### src/rtl/ps2_key_tracker.sv
// PS/2 scancode tracker: pops bytes from the keyboard FIFO, follows the held key,
// counts distinct presses in BCD and drives hex/BCD seven-segment digits.
module ps2_key_tracker #(
  parameter int CNT_DIGITS     = 2,
  parameter bit SEG_ACTIVE_LOW = 1'b1,
  parameter bit SHOW_EXT       = 1'b1
) (
  input  logic                          clk,
  input  logic                          clrn,
  input  logic [7:0]                    ps2_data,
  input  logic                          ps2_ready,
  input  logic                          ps2_overflow,
  output logic                          nextdata_n,
  output logic [7:0]                    key_code,
  output logic                          key_ext,
  output logic                          key_pressed,
  output logic [4*CNT_DIGITS-1:0]       press_count,
  output logic                          ovf_seen,
  output logic [8*(2+CNT_DIGITS)-1:0]   o_seg
);

  localparam int         NDIG  = 2 + CNT_DIGITS;
  localparam logic [7:0] BLANK = SEG_ACTIVE_LOW ? 8'hFF : 8'h00;

  typedef enum logic [1:0] {
    S_WAIT,
    S_POP,
    S_GAP
  } state_t;

  state_t                  state_q, state_d;
  logic [7:0]              byte_q, byte_d;
  logic                    ext_q, ext_d;
  logic                    brk_q, brk_d;
  logic [7:0]              code_q, code_d;
  logic                    kext_q, kext_d;
  logic                    pressed_q, pressed_d;
  logic [4*CNT_DIGITS-1:0] count_q, count_d, count_inc;
  logic                    ovf_q, ovf_d;
  logic [8*NDIG-1:0]       seg_q, seg_d;
  logic                    match;

  function automatic logic [6:0] hexGlyph(input logic [3:0] v);
    case (v)
      4'h0: hexGlyph = 7'h3F;
      4'h1: hexGlyph = 7'h06;
      4'h2: hexGlyph = 7'h5B;
      4'h3: hexGlyph = 7'h4F;
      4'h4: hexGlyph = 7'h66;
      4'h5: hexGlyph = 7'h6D;
      4'h6: hexGlyph = 7'h7D;
      4'h7: hexGlyph = 7'h07;
      4'h8: hexGlyph = 7'h7F;
      4'h9: hexGlyph = 7'h6F;
      4'hA: hexGlyph = 7'h77;
      4'hB: hexGlyph = 7'h7C;
      4'hC: hexGlyph = 7'h39;
      4'hD: hexGlyph = 7'h5E;
      4'hE: hexGlyph = 7'h79;
      default: hexGlyph = 7'h71;
    endcase
  endfunction

  // Same key with the same E0 qualifier as the one currently held.
  assign match = pressed_q && (byte_q == code_q) && (ext_q == kext_q);

  always_comb begin
    logic       carry;
    logic [3:0] digit;
    count_inc = count_q;
    carry     = 1'b1;
    for (int i = 0; i < CNT_DIGITS; i++) begin
      digit = count_q[4*i +: 4];
      if (carry) begin
        if (digit == 4'd9) begin
          count_inc[4*i +: 4] = 4'd0;
        end else begin
          count_inc[4*i +: 4] = digit + 4'd1;
          carry               = 1'b0;
        end
      end
    end
  end

  always_comb begin
    state_d   = state_q;
    byte_d    = byte_q;
    ext_d     = ext_q;
    brk_d     = brk_q;
    code_d    = code_q;
    kext_d    = kext_q;
    pressed_d = pressed_q;
    count_d   = count_q;
    ovf_d     = ovf_q | ps2_overflow;
    case (state_q)
      S_WAIT: begin
        if (ps2_ready) begin
          byte_d  = ps2_data;
          state_d = S_POP;
        end
      end
      S_POP: begin
        state_d = S_GAP;
        if (byte_q == 8'hE0) begin
          ext_d = 1'b1;
        end else if (byte_q == 8'hF0) begin
          brk_d = 1'b1;
        end else begin
          if (brk_q) begin
            if (match) pressed_d = 1'b0;
          end else if (!match) begin
            code_d    = byte_q;
            kext_d    = ext_q;
            pressed_d = 1'b1;
            count_d   = count_inc;
          end
          ext_d = 1'b0;
          brk_d = 1'b0;
        end
      end
      S_GAP:   state_d = S_WAIT;
      default: state_d = S_WAIT;
    endcase
    // An overflow means bytes were lost, so any half-received prefix is untrustworthy.
    if (ps2_overflow) begin
      ext_d = 1'b0;
      brk_d = 1'b0;
    end
  end

  always_comb begin
    logic [8*NDIG-1:0] raw;
    raw = '0;
    if (pressed_q) begin
      raw[6:0]  = hexGlyph(code_q[3:0]);
      raw[14:8] = hexGlyph(code_q[7:4]);
      raw[15]   = SHOW_EXT & kext_q;
    end
    for (int i = 0; i < CNT_DIGITS; i++) begin
      raw[8*(i+2) +: 7] = hexGlyph(count_q[4*i +: 4]);
    end
    seg_d = SEG_ACTIVE_LOW ? ~raw : raw;
  end

  always_ff @(posedge clk or negedge clrn) begin
    if (!clrn) begin
      state_q   <= S_WAIT;
      byte_q    <= 8'h00;
      ext_q     <= 1'b0;
      brk_q     <= 1'b0;
      code_q    <= 8'h00;
      kext_q    <= 1'b0;
      pressed_q <= 1'b0;
      count_q   <= '0;
      ovf_q     <= 1'b0;
      seg_q     <= {NDIG{BLANK}};
    end else begin
      state_q   <= state_d;
      byte_q    <= byte_d;
      ext_q     <= ext_d;
      brk_q     <= brk_d;
      code_q    <= code_d;
      kext_q    <= kext_d;
      pressed_q <= pressed_d;
      count_q   <= count_d;
      ovf_q     <= ovf_d;
      seg_q     <= seg_d;
    end
  end

  assign nextdata_n  = (state_q != S_POP);
  assign key_code    = code_q;
  assign key_ext     = kext_q;
  assign key_pressed = pressed_q;
  assign press_count = count_q;
  assign ovf_seen    = ovf_q;
  assign o_seg       = seg_q;

endmodule
### config.mk
export PLATFORM = sky130hd
export DESIGN_NAME = ps2_key_tracker
export DESIGN_NICKNAME = d
export VERILOG_FILES = /design/src/rtl/ps2_key_tracker.sv
export SDC_FILE = /design/constraint.sdc
export NUM_CORES = 1
export LEC_CHECK = 0
export ABC_CLOCK_PERIOD_IN_PS = 2200
export CAP_MARGIN = 20
export CORE_MARGIN = 1
export CORE_UTILIZATION = 30
export CTS_CLUSTER_DIAMETER = 150
export DETAILED_ROUTE_END_ITERATION = 7
export DONT_BUFFER_PORTS = 1
export PLACE_DENSITY = 0.48
export SKIP_CTS_REPAIR_TIMING = 1
export SYNTH_ARGS = -nofsm -noshare
export SYNTH_HDL_FRONTEND = slang
export SYNTH_SLANG_ARGS = --single-unit
### constraint.sdc
create_clock -name clk -period 2.2 [get_ports clk]
set_input_delay 0.33 -clock clk [delete_from_list [all_inputs] [get_ports clk]]
set_output_delay 0.33 -clock clk [all_outputs]
set_load 0.005 [all_outputs]
==> out/metrics.csv, run 1 <==
metric,value,unit
status,"finished, final reports clean",
synth warn,0,
Synth area leader,dfrtp_1,
TritonCTS Buffers,9,
maximum clock frequency,484,MHz
Commonest cells post-synth,"dfrtp_1 (31), dfstp_2 (29), ha_1 (20)",
Area contributors post-synth,"dfrtp_1 (24%), dfstp_2 (24%), ha_1 (7.8%)",
Rel. slew slack,0.598,
post-synthesis sequential area ratio,0.481,
"EDFF count, synth",0,
maximum vdd drop,0.537,mV
Routability Congestion,0.759,
CP arrival,2.28,ns
Iter 0 DRT Violations,56,
most numerous cell in the Yosys netlist,dfrtp_1,
Worst path slowest cell,dfrtp_1,
CTS clock-pin slew for the worst setup and hold paths,0.08,ns
final setup fails,0,
Max Cap Viol,0,
Chip Width,105,um
GRT overflow,0,
Yosys cell types,52,
"delay-heaviest family, CP",compound AO/OA/AOI/OAI gates,
Die Area,0.0111,mm^2
Hold Path End,ext_q$_DFFE_PN0P_,
final setup TNS,0,ns
clock skew,0.00716,ns
DR pass1 iterations,4,
CP max FO,4,
WHS Path Cells,1,
Power Total,5.34,mW
worst path cell trace,xor2_1 > nor4_2 > nand4_1 > ha_1 > nand3b_1 > buf_4 > a2111o_1 > a221o_1,
initial antenna violation count,0,
GR Util All Layers,0.135,
Synth top area share,0.243,
RR Startpoint,key_code[4]$_DFFE_PN0P_,
Slew @ Worst Pin,0.602,ns
crit-path max cell delay,0.39,ns
H-tree Lvls,3,
Layout Utilization,0.364,
Die Y,105,um
CP required,2.42,ns
r2r endpoint,press_count[7]$_DFFE_PN0P_,
Routed WL,7.09,mm
DP Area,0.00347,mm^2
clk root buf,clkbuf_8,
PortBufs,0,
CTS Buffer Depth,2,
critical path type,reg -> reg,
period utilization,0.939,
#FFs+latches synth,60,
min Tclk post-route,2.07,ns
Syn Area/Cell,11.2,um^2
Critical path origin,key_code[4]$_DFFE_PN0P_,
Rows,37,
power density over the cells,1420,mW/mm^2
"Hold Violations, Final",0,
share of cells above drive strength 1,0.308,
first-pass GRT wire length,11.6,mm
core area,0.0103,mm^2
synthesis-to-finish area growth,17.5,%
R2R depth,8,
Clock Latency Late Sink,0.33,ns
vias per cell,4.86,
CTS tree,done,
worst hold path class,in -> reg,
CTS sink count,60,
ys flop type,dfrtp_1,
wire per inst,15.8,um
I/O pins,64,
# diodes,0,
DPL Wire Length,4.99,mm
pin count of the biggest net entering global routing,61,
Hold Startpoint,ps2_overflow,
Critical Path End Type,flip-flop,
Via Count,2176,
synthesized cell area,0.00319,mm^2
starting density of the core,0.309,
DRT antenna net count,0,
Setup crit start kind,flip-flop,
static leakage,1.59,nW
nets,339,
Gate Count Post-Synth,284,
vias in the first global route,2229,
Residual DRC,0,
WP buf/inv,1,
Async SR Flop Fraction,1.00,
post-route cell area,0.00375,mm^2
"Slew Viols, Final",0,
Hold WS,0.0621,ns
r2r setup slk,0.13,ns
-- how the worst max path moves through the flow --
stage / endpoint / slack, ns / cells after the start
global placement: key_code[2]$_DFFE_PN0P_ / 0.12 / 7
floorplan: press_count[7]$_DFFE_PN0P_ / 0.04 / 8
CTS: key_code[3]$_DFFE_PN0P_ / 0.09 / 7
finish: press_count[7]$_DFFE_PN0P_ / 0.13 / 8
global route: press_count[1]$_DFFE_PN0P_ / -0.008 / 9
detailed placement: key_code[3]$_DFFE_PN0P_ / 0.11 / 7
-- cell usage in the layout, fill, tap and decap left out, types with 3 or more instances in the layout --
cell        count
mux2_1          6
nor2b_1         5
a21oi_1         8
clkbuf_8        9
a221o_1         3
clkinvlp_4      3
conb_1          3
nor4_1          3
nand3_1         4
ha_1           20
o31ai_1         3
nor2_1         13
mux2_2         12
dfstp_2        29
dfrtp_1        31
a211oi_1        3
inv_1          19
a31oi_1         5
mux2i_1        13
o211ai_1        6
nand2b_1        6
nand2_1        18
xor2_1         10
buf_4          27
o21ai_0        10
-- worst register-to-register path, delay by kind of cell (launching register included) --
| kind | cells | cell delay, ns |
|---|---|---|
| AOI/OAI and AO/OA | 2 | 0.73 |
| xor gates and xnor gates | 1 | 0.20 |
| adders and majority gates | 1 | 0.17 |
| buffers and inverters | 1 | 0.17 |
| DFF | 1 | 0.39 |
| and+or+nand+nor | 3 | 0.30 |
-- sequential cells by signal, summed over array words and instances, names as in the netlist --
register     flops
o_seg           29
byte_q           8
key_code         8
press_count      8
state_q          2
brk_q            1
ext_q            1
key_ext          1
key_pressed      1
ovf_seen         1
-- layout make-up --
type | instances | area (um^2)
Clock inverter | 7 | 100
Sequential cell | 60 | 1540
Multi-Input combinational cell | 188 | 1510
Inverter | 19 | 71.3
Fill cell | 1026 | 6570
Timing Repair Buffer | 29 | 240
Clock buffer | 9 | 124
Tap cell | 136 | 170
-- stage by stage --
stage	instances	setup slack [ns]
finish	448	0.134
CTS	445	0.0905
floorplan	286	0.0370
global route	448	-0.00768
detailed placement	429	0.111
global placement	429	0.115
-- power by group --
group | total [mW] | internal [mW] | switching, mW
registers | 1.94 | 1.68 | 0.259
clock network | 1.12 | 0.643 | 0.473
logic | 2.29 | 1.01 | 1.27
total | 5.34 | 3.34 | 2.00
-- per-layer routing --
metal,track usage,part of all wire,up-vias
li1,-,-,1048
met1,0.168,0.44,1070
met2,0.217,0.48,49
met3,0.0449,0.060,9
met4,0.0483,0.013,0
met5,0,0,-
-- cell families after synthesis --
logic type | synth area share
mux | 0.118
simple gates | 0.110
compound gates | 0.128
flops | 0.481
fa+ha+maj | 0.0783
buf+inv | 0.0521
other cells | 0.00117
xor+xnor | 0.0302
Note: power is estimated with default switching activity, not from simulation.
==> run 2, diff against run 1 <==
--- a/config.mk
+++ b/config.mk
@@ -6,7 +6,8 @@
 export NUM_CORES = 1
 export LEC_CHECK = 0
 export ABC_CLOCK_PERIOD_IN_PS = 2200
-export CAP_MARGIN = 20
+export CAP_MARGIN = 10
+export CORE_ASPECT_RATIO = 0.6
 export CORE_MARGIN = 1
 export CORE_UTILIZATION = 30
 export CTS_CLUSTER_DIAMETER = 150
==> run 2 against run 1 <==
Compared with the run above: largest cell class unchanged; global-route usage increased by 1.1 points; final area increased by 1.2%; sequential share of layout area decreased by 0.50 points; register-to-register slack got worse by 0.05 ns; clock skew decreased by 0.0014 ns; final cell count decreased by 0.67%; routed wire length increased by 5.0%; critical path type unchanged.
==> out/metrics.csv, run 2 (synthesis results as in run 1) <==
metric,value,unit,change
maximum vdd drop,0.473,mV,-12%
clock network power share,0.226,,+0.017
final setup TNS,0,ns,unchanged
Switching Share,0.371,,-0.00380
Power Total,5.56,mW,+4.2%
Via Count,2179,,+0.14%
I/O pins,64,,unchanged
RSZ-0062 raised after global routing,true,,
TritonCTS Buffers,9,,unchanged
CTS tree,done,,
Routed WL,7.44,mm,+5.0%
fillers,1001,,-2.4%
DRT antenna net count,0,,unchanged
clk root buf,clkbuf_16,,
Rel. slew slack,0.592,,-0.00689
Hold WS,0.0735,ns,+0.0114 ns
DPL Wire Length,5.16,mm,+3.3%
Residual DRC,0,,unchanged
period utilization,0.963,,+0.0237
Layout Cells excl Fill,445,,-0.67%
pin count of the biggest net entering global routing,61,,unchanged
"most common cell after layout, fill and taps aside",dfrtp_1,,
min Tclk post-route,2.12,ns,+0.0521 ns
Max Cap Viol,0,,unchanged
nets,337,,-0.59%
pre-CTS setup slack,0.0524,ns,-0.0582 ns
Iter 0 DRT Violations,128,,+130%
GRT overflow,0,,unchanged
internal power,3.50,mW,+4.8%
Rows,28,,-24%
first-pass GRT wire length,12.1,mm,+3.6%
CP arrival,2.33,ns,+0.05 ns
maximum clock frequency,472,MHz,-2.5%
critical path type,reg -> reg,,
"commonest cells after routing, fill and taps aside","dfrtp_1 (31), dfstp_2 (29), buf_4 (25)",,
CTS clock-pin slew for the worst setup and hold paths,0.05,ns,-0.03 ns
Multi-input gate area,0.00153,mm^2,+1.5%
CTS sink count,60,,unchanged
Worst path slowest cell,dfrtp_1,,
crit-path max cell delay,0.40,ns,about the same
H-tree Lvls,3,,unchanged
R2R depth,8,,unchanged
Slew @ Worst Pin,0.613,ns,+0.0103 ns
CP required,2.41,ns,about the same
final setup fails,0,,unchanged
CTS Buffer Depth,2,,unchanged
synthesis-to-finish area growth,19.0,%,
worst hold path class,in -> reg,,
Hold Startpoint,ps2_overflow,,
"Slew Viols, Final",0,,unchanged
worst path cell trace,xor2_2 > nor4_1 > nand4_1 > ha_1 > nand3b_1 > buf_4 > a2111o_1 > a221o_1,,
WHS Path Cells,1,,unchanged
# diodes,0,,unchanged
Die Area,0.0111,mm^2,+0.13%
DR pass1 iterations,6,,+2
clock skew,0.00578,ns,-0.00138 ns
Critical path origin,key_code[7]$_DFFE_PN0P_,,
register share of total power,0.352,,-0.011
share of cells above drive strength 1,0.300,,-0.00769
Psw,2.06,mW,+3.1%
PortBufs,0,,unchanged
core area,0.0101,mm^2,-2.3%
vias per cell,4.90,,+0.81%
final setup margin,0.0822,ns,-0.0521 ns
Die Y,81.9,um,-22%
starting density of the core,0.317,,+0.00718
Routability Congestion,0.726,,-4.3%
combinational power share,0.422,,-0.006
RR Startpoint,key_code[7]$_DFFE_PN0P_,,
Critical Path End Type,flip-flop,,
"Hold Violations, Final",0,,unchanged
Clock Latency Late Sink,0.32,ns,about the same
GR Util All Layers,0.146,,+0.0111
vias in the first global route,2163,,-3.0%
status,"finished, final reports clean",,
Setup crit start kind,flip-flop,,
initial antenna violation count,0,,unchanged
max reg flops,29,,unchanged
CP max FO,4,,unchanged
Chip Width,135,um,+29%
Cells after DPL,427,,-0.47%
power density over the cells,1460,mW/mm^2,+2.9%
Reg area,0.00154,mm^2,unchanged
static leakage,1.61,nW,+1.5%
wire per inst,16.7,um,+5.7%
run 2: cell types whose count changed in the layout (fill, tap and decap cells not counted), sizes merged:
cell,delta
buf,-2
bufinv,-2
clkbuf,+5
clkinv,+1
clkinvlp,-3
inv,-1
run 2: worst paths after layout:
kind                                                    to  slack, ns
worst max-delay path            press_count[7]$_DFFE_PN0P_       0.08
worst min-delay path                     ext_q$_DFFE_PN0P_       0.07
worst max register to register  press_count[7]$_DFFE_PN0P_       0.08
worst min register to register     key_pressed$_DFFE_PN0P_       0.48
max in group asynchronous              o_seg[21]$_DFF_PN1_       1.34
min in group asynchronous            byte_q[6]$_DFFE_PN0P_       0.55
run 2: power groups by stage:
| stage | clock network [mW] | registers, mW | logic (mW) |
|---|---|---|---|
| after floorplan | 0 | 2.01 | 1.53 |
| after global placement | 0 | 1.96 | 2.26 |
| after detailed placement | 0 | 1.97 | 2.28 |
| after CTS | 1.30 | 1.96 | 2.30 |
| after global routing | 1.35 | 2.02 | 2.66 |
| final | 1.26 | 1.96 | 2.35 |
run 2: layout make-up:
type	instances	area share
clock buffers	14	0.0668
clock inverters	2	0.00263
inverters	19	0.0188
multi-input cells	188	0.404
flip-flops and latches	60	0.405
well taps	135	0.0444
repair buffers	27	0.0592
run 2: worst max-delay path, delay by kind of cell, from the launching register on:
| family | cells | cell delay (ns) |
|---|---|---|
| fa+ha+maj | 1 | 0.17 |
| flops | 1 | 0.40 |
| buf+inv | 1 | 0.19 |
| simple gates | 3 | 0.33 |
| compound gates | 2 | 0.72 |
| xor+xnor | 1 | 0.20 |
run 2: per-layer routing:
| layer | up-vias | GRT usage | routed length (um) |
|---|---|---|---|
| met4 | 0 | 0.0539 | 80 |
| met5 | - | 0 | 0 |
| met1 | 1084 | 0.197 | 3820 |
| met3 | 8 | 0.0549 | 439 |
| li1 | 1036 | - | - |
| met2 | 51 | 0.211 | 3100 |
run 2: metrics by stage:
stage | util | area (um^2)
after floorplan | - | 3200
after global placement | 0.343 | 3460
after detailed placement | 0.343 | 3460
after CTS | 0.369 | 3730
after global routing | 0.377 | 3800
final | 0.377 | 3800
==> run 3, diff against run 2 <==
--- a/config.mk
+++ b/config.mk
@@ -9,11 +9,11 @@
 export CAP_MARGIN = 10
 export CORE_ASPECT_RATIO = 0.6
 export CORE_MARGIN = 1
-export CORE_UTILIZATION = 30
+export CORE_UTILIZATION = 45
 export CTS_CLUSTER_DIAMETER = 150
 export DETAILED_ROUTE_END_ITERATION = 7
 export DONT_BUFFER_PORTS = 1
-export PLACE_DENSITY = 0.48
+export PLACE_DENSITY = 0.65
 export SKIP_CTS_REPAIR_TIMING = 1
 export SYNTH_ARGS = -nofsm -noshare
 export SYNTH_HDL_FRONTEND = slang
==> run 3 against run 2 <==
Compared with the run above: via count fell by 0.60%; register-to-register slack about the same; global-route usage rose by 4.3 points; sequential share of layout area increased by 1.1 points; routed wire length fell by 11%; non-clock buffer count shrank 2; final cell count decreased by 11%; combinational power shrank 4%; power decreased by 1.7%; worst hold slack gained 0.0042 ns; utilization rose by 17 points.
==> out/metrics.csv, run 3 (synthesis results as in run 1) <==
metric,value,unit,change
status,"finished, final reports clean",,
wire per inst,16.9,um,+0.90%
clk root buf,clkbuf_16,,
CP max FO,11,,+7
Residual DRC,0,,unchanged
I/O pins,64,,unchanged
vias in the first global route,2005,,-7.3%
CP required,2.40,ns,about the same
DR pass1 iterations,4,,-2
Slew @ Worst Pin,0.621,ns,+0.00838 ns
R2R depth,7,,-1
Iter 0 DRT Violations,119,,-7.0%
"commonest cells after routing, fill and taps aside","dfrtp_1 (31), dfstp_2 (29), buf_4 (23)",,
Setup crit start kind,flip-flop,,
CTS tree,done,,
TritonCTS Buffers,9,,unchanged
final setup fails,0,,unchanged
worst hold path class,in -> reg,,
Cells after DPL,377,,-12%
Layout Cells excl Fill,394,,-11%
GRT overflow,0,,unchanged
max reg flops,29,,unchanged
Max Cap Viol,0,,unchanged
worst path cell trace,xor2_2 > nor4_2 > nand4_1 > ha_1 > nand3b_1 > a21oi_2 > mux2_2,,
Via Count,2166,,-0.60%
maximum vdd drop,0.713,mV,+51%
Critical path origin,key_code[5]$_DFFE_PN0P_,,
Routed WL,6.65,mm,-11%
"Hold Violations, Final",0,,unchanged
core area,0.00676,mm^2,-33%
CTS Buffer Depth,2,,unchanged
synthesis-to-finish area growth,16.0,%,
period utilization,0.957,,-0.00580
register share of total power,0.360,,+0.008
Psw,1.99,mW,-3.5%
clock network power share,0.227,,about the same
Rel. slew slack,0.586,,-0.00559
DPL Wire Length,4.48,mm,-13%
Chip Width,111,um,-18%
GR Util All Layers,0.189,,+0.0434
# diodes,0,,unchanged
Multi-input gate area,0.00152,mm^2,-0.98%
fillers,592,,-41%
Routability Congestion,0.784,,+7.9%
Layout Utilization,0.548,,+0.171
crit-path max cell delay,0.49,ns,+0.09 ns
H-tree Lvls,3,,unchanged
CP arrival,2.31,ns,-0.02 ns
first-pass GRT wire length,10.6,mm,-12%
WP buf/inv,0,,-1
vias per cell,5.50,,+12%
maximum clock frequency,475,MHz,+0.61%
CTS clock-pin slew for the worst setup and hold paths,0.05,ns,about the same
"Slew Viols, Final",0,,unchanged
share of cells above drive strength 1,0.287,,-0.0134
PortBufs,0,,unchanged
"most common cell after layout, fill and taps aside",dfrtp_1,,
starting density of the core,0.472,,+0.156
"delay-heaviest family, CP",compound AO/OA/AOI/OAI gates,,
power density over the cells,1480,mW/mm^2,+0.82%
clock skew,0.00920,ns,+0.00341 ns
Switching Share,0.364,,-0.00682
RSZ-0062 raised after global routing,true,,
Crit path depth,7,,-1
pin count of the biggest net entering global routing,61,,unchanged
DRT antenna net count,0,,unchanged
min Tclk post-route,2.10,ns,-0.0128 ns
r2r endpoint,key_code[3]$_DFFE_PN0P_,,
Die Y,67.3,um,-18%
Die Area,0.00745,mm^2,-33%
Power Total,5.47,mW,-1.7%
Hold WS,0.0776,ns,+0.00416 ns
Reg area,0.00154,mm^2,unchanged
Setup crit end,key_code[3]$_DFFE_PN0P_,,
r2r setup slk,0.1,ns,about the same
Clock Latency Late Sink,0.33,ns,about the same
initial antenna violation count,0,,unchanged
Critical Path End Type,flip-flop,,
Rows,23,,-18%
RR Startpoint,key_code[5]$_DFFE_PN0P_,,
static leakage,1.59,nW,-1.3%
nets,335,,-0.59%
Worst path slowest cell,a21oi_2,,
combinational power share,0.414,,-0.008
CTS sink count,60,,unchanged
critical path type,reg -> reg,,
internal power,3.48,mW,-0.67%
final setup TNS,0,ns,unchanged
==> run 3: final cells by class <==
class | instances | share of cell area
timing repair buffer | 25 | 0.0567
multi-input combinational | 188 | 0.410
clock buffer | 15 | 0.0696
sequential | 60 | 0.415
tap | 87 | 0.0294
inverter | 19 | 0.0193
==> run 3: through the flow <==
step                      setup WS (ns)  instance area (um^2)
after floorplan                  0.0370                  3200
after global placement            0.147                  3390
after detailed placement          0.110                  3390
after CTS                        0.0989                  3650
after global routing            -0.0969                  3700
final                            0.0950                  3700
==> run 3: worst min-delay path by stage <==
stage	start	end	slack, ns	depth (start not counted)
after CTS	clrn	press_count[7]$_DFFE_PN0P_	-0.31	0
final	ps2_overflow	brk_q$_DFFE_PN0P_	0.08	1
after global placement	clrn	ovf_seen$_DFF_PN0_	0.04	0
after global routing	ps2_overflow	brk_q$_DFFE_PN0P_	0.07	1
after detailed placement	clrn	byte_q[5]$_DFFE_PN0P_	0.04	0
after floorplan	clrn	brk_q$_DFFE_PN0P_	0.03	0
==> run 3: power groups by stage <==
stage | logic [mW] | clock network (mW) | registers (mW)
after floorplan | 1.53 | 0 | 2.01
after global placement | 2.15 | 0 | 1.97
after detailed placement | 2.20 | 0 | 1.98
after CTS | 2.22 | 1.26 | 1.96
after global routing | 2.53 | 1.31 | 2.02
final | 2.26 | 1.24 | 1.97
==> run 3: per-layer routing <==
metal	up-vias	part of all wire	GRT usage
met5	-	0	0
met4	0	0.011	0.0750
met3	8	0.055	0.0700
met2	62	0.43	0.271
met1	1064	0.50	0.260
li1	1032	-	-
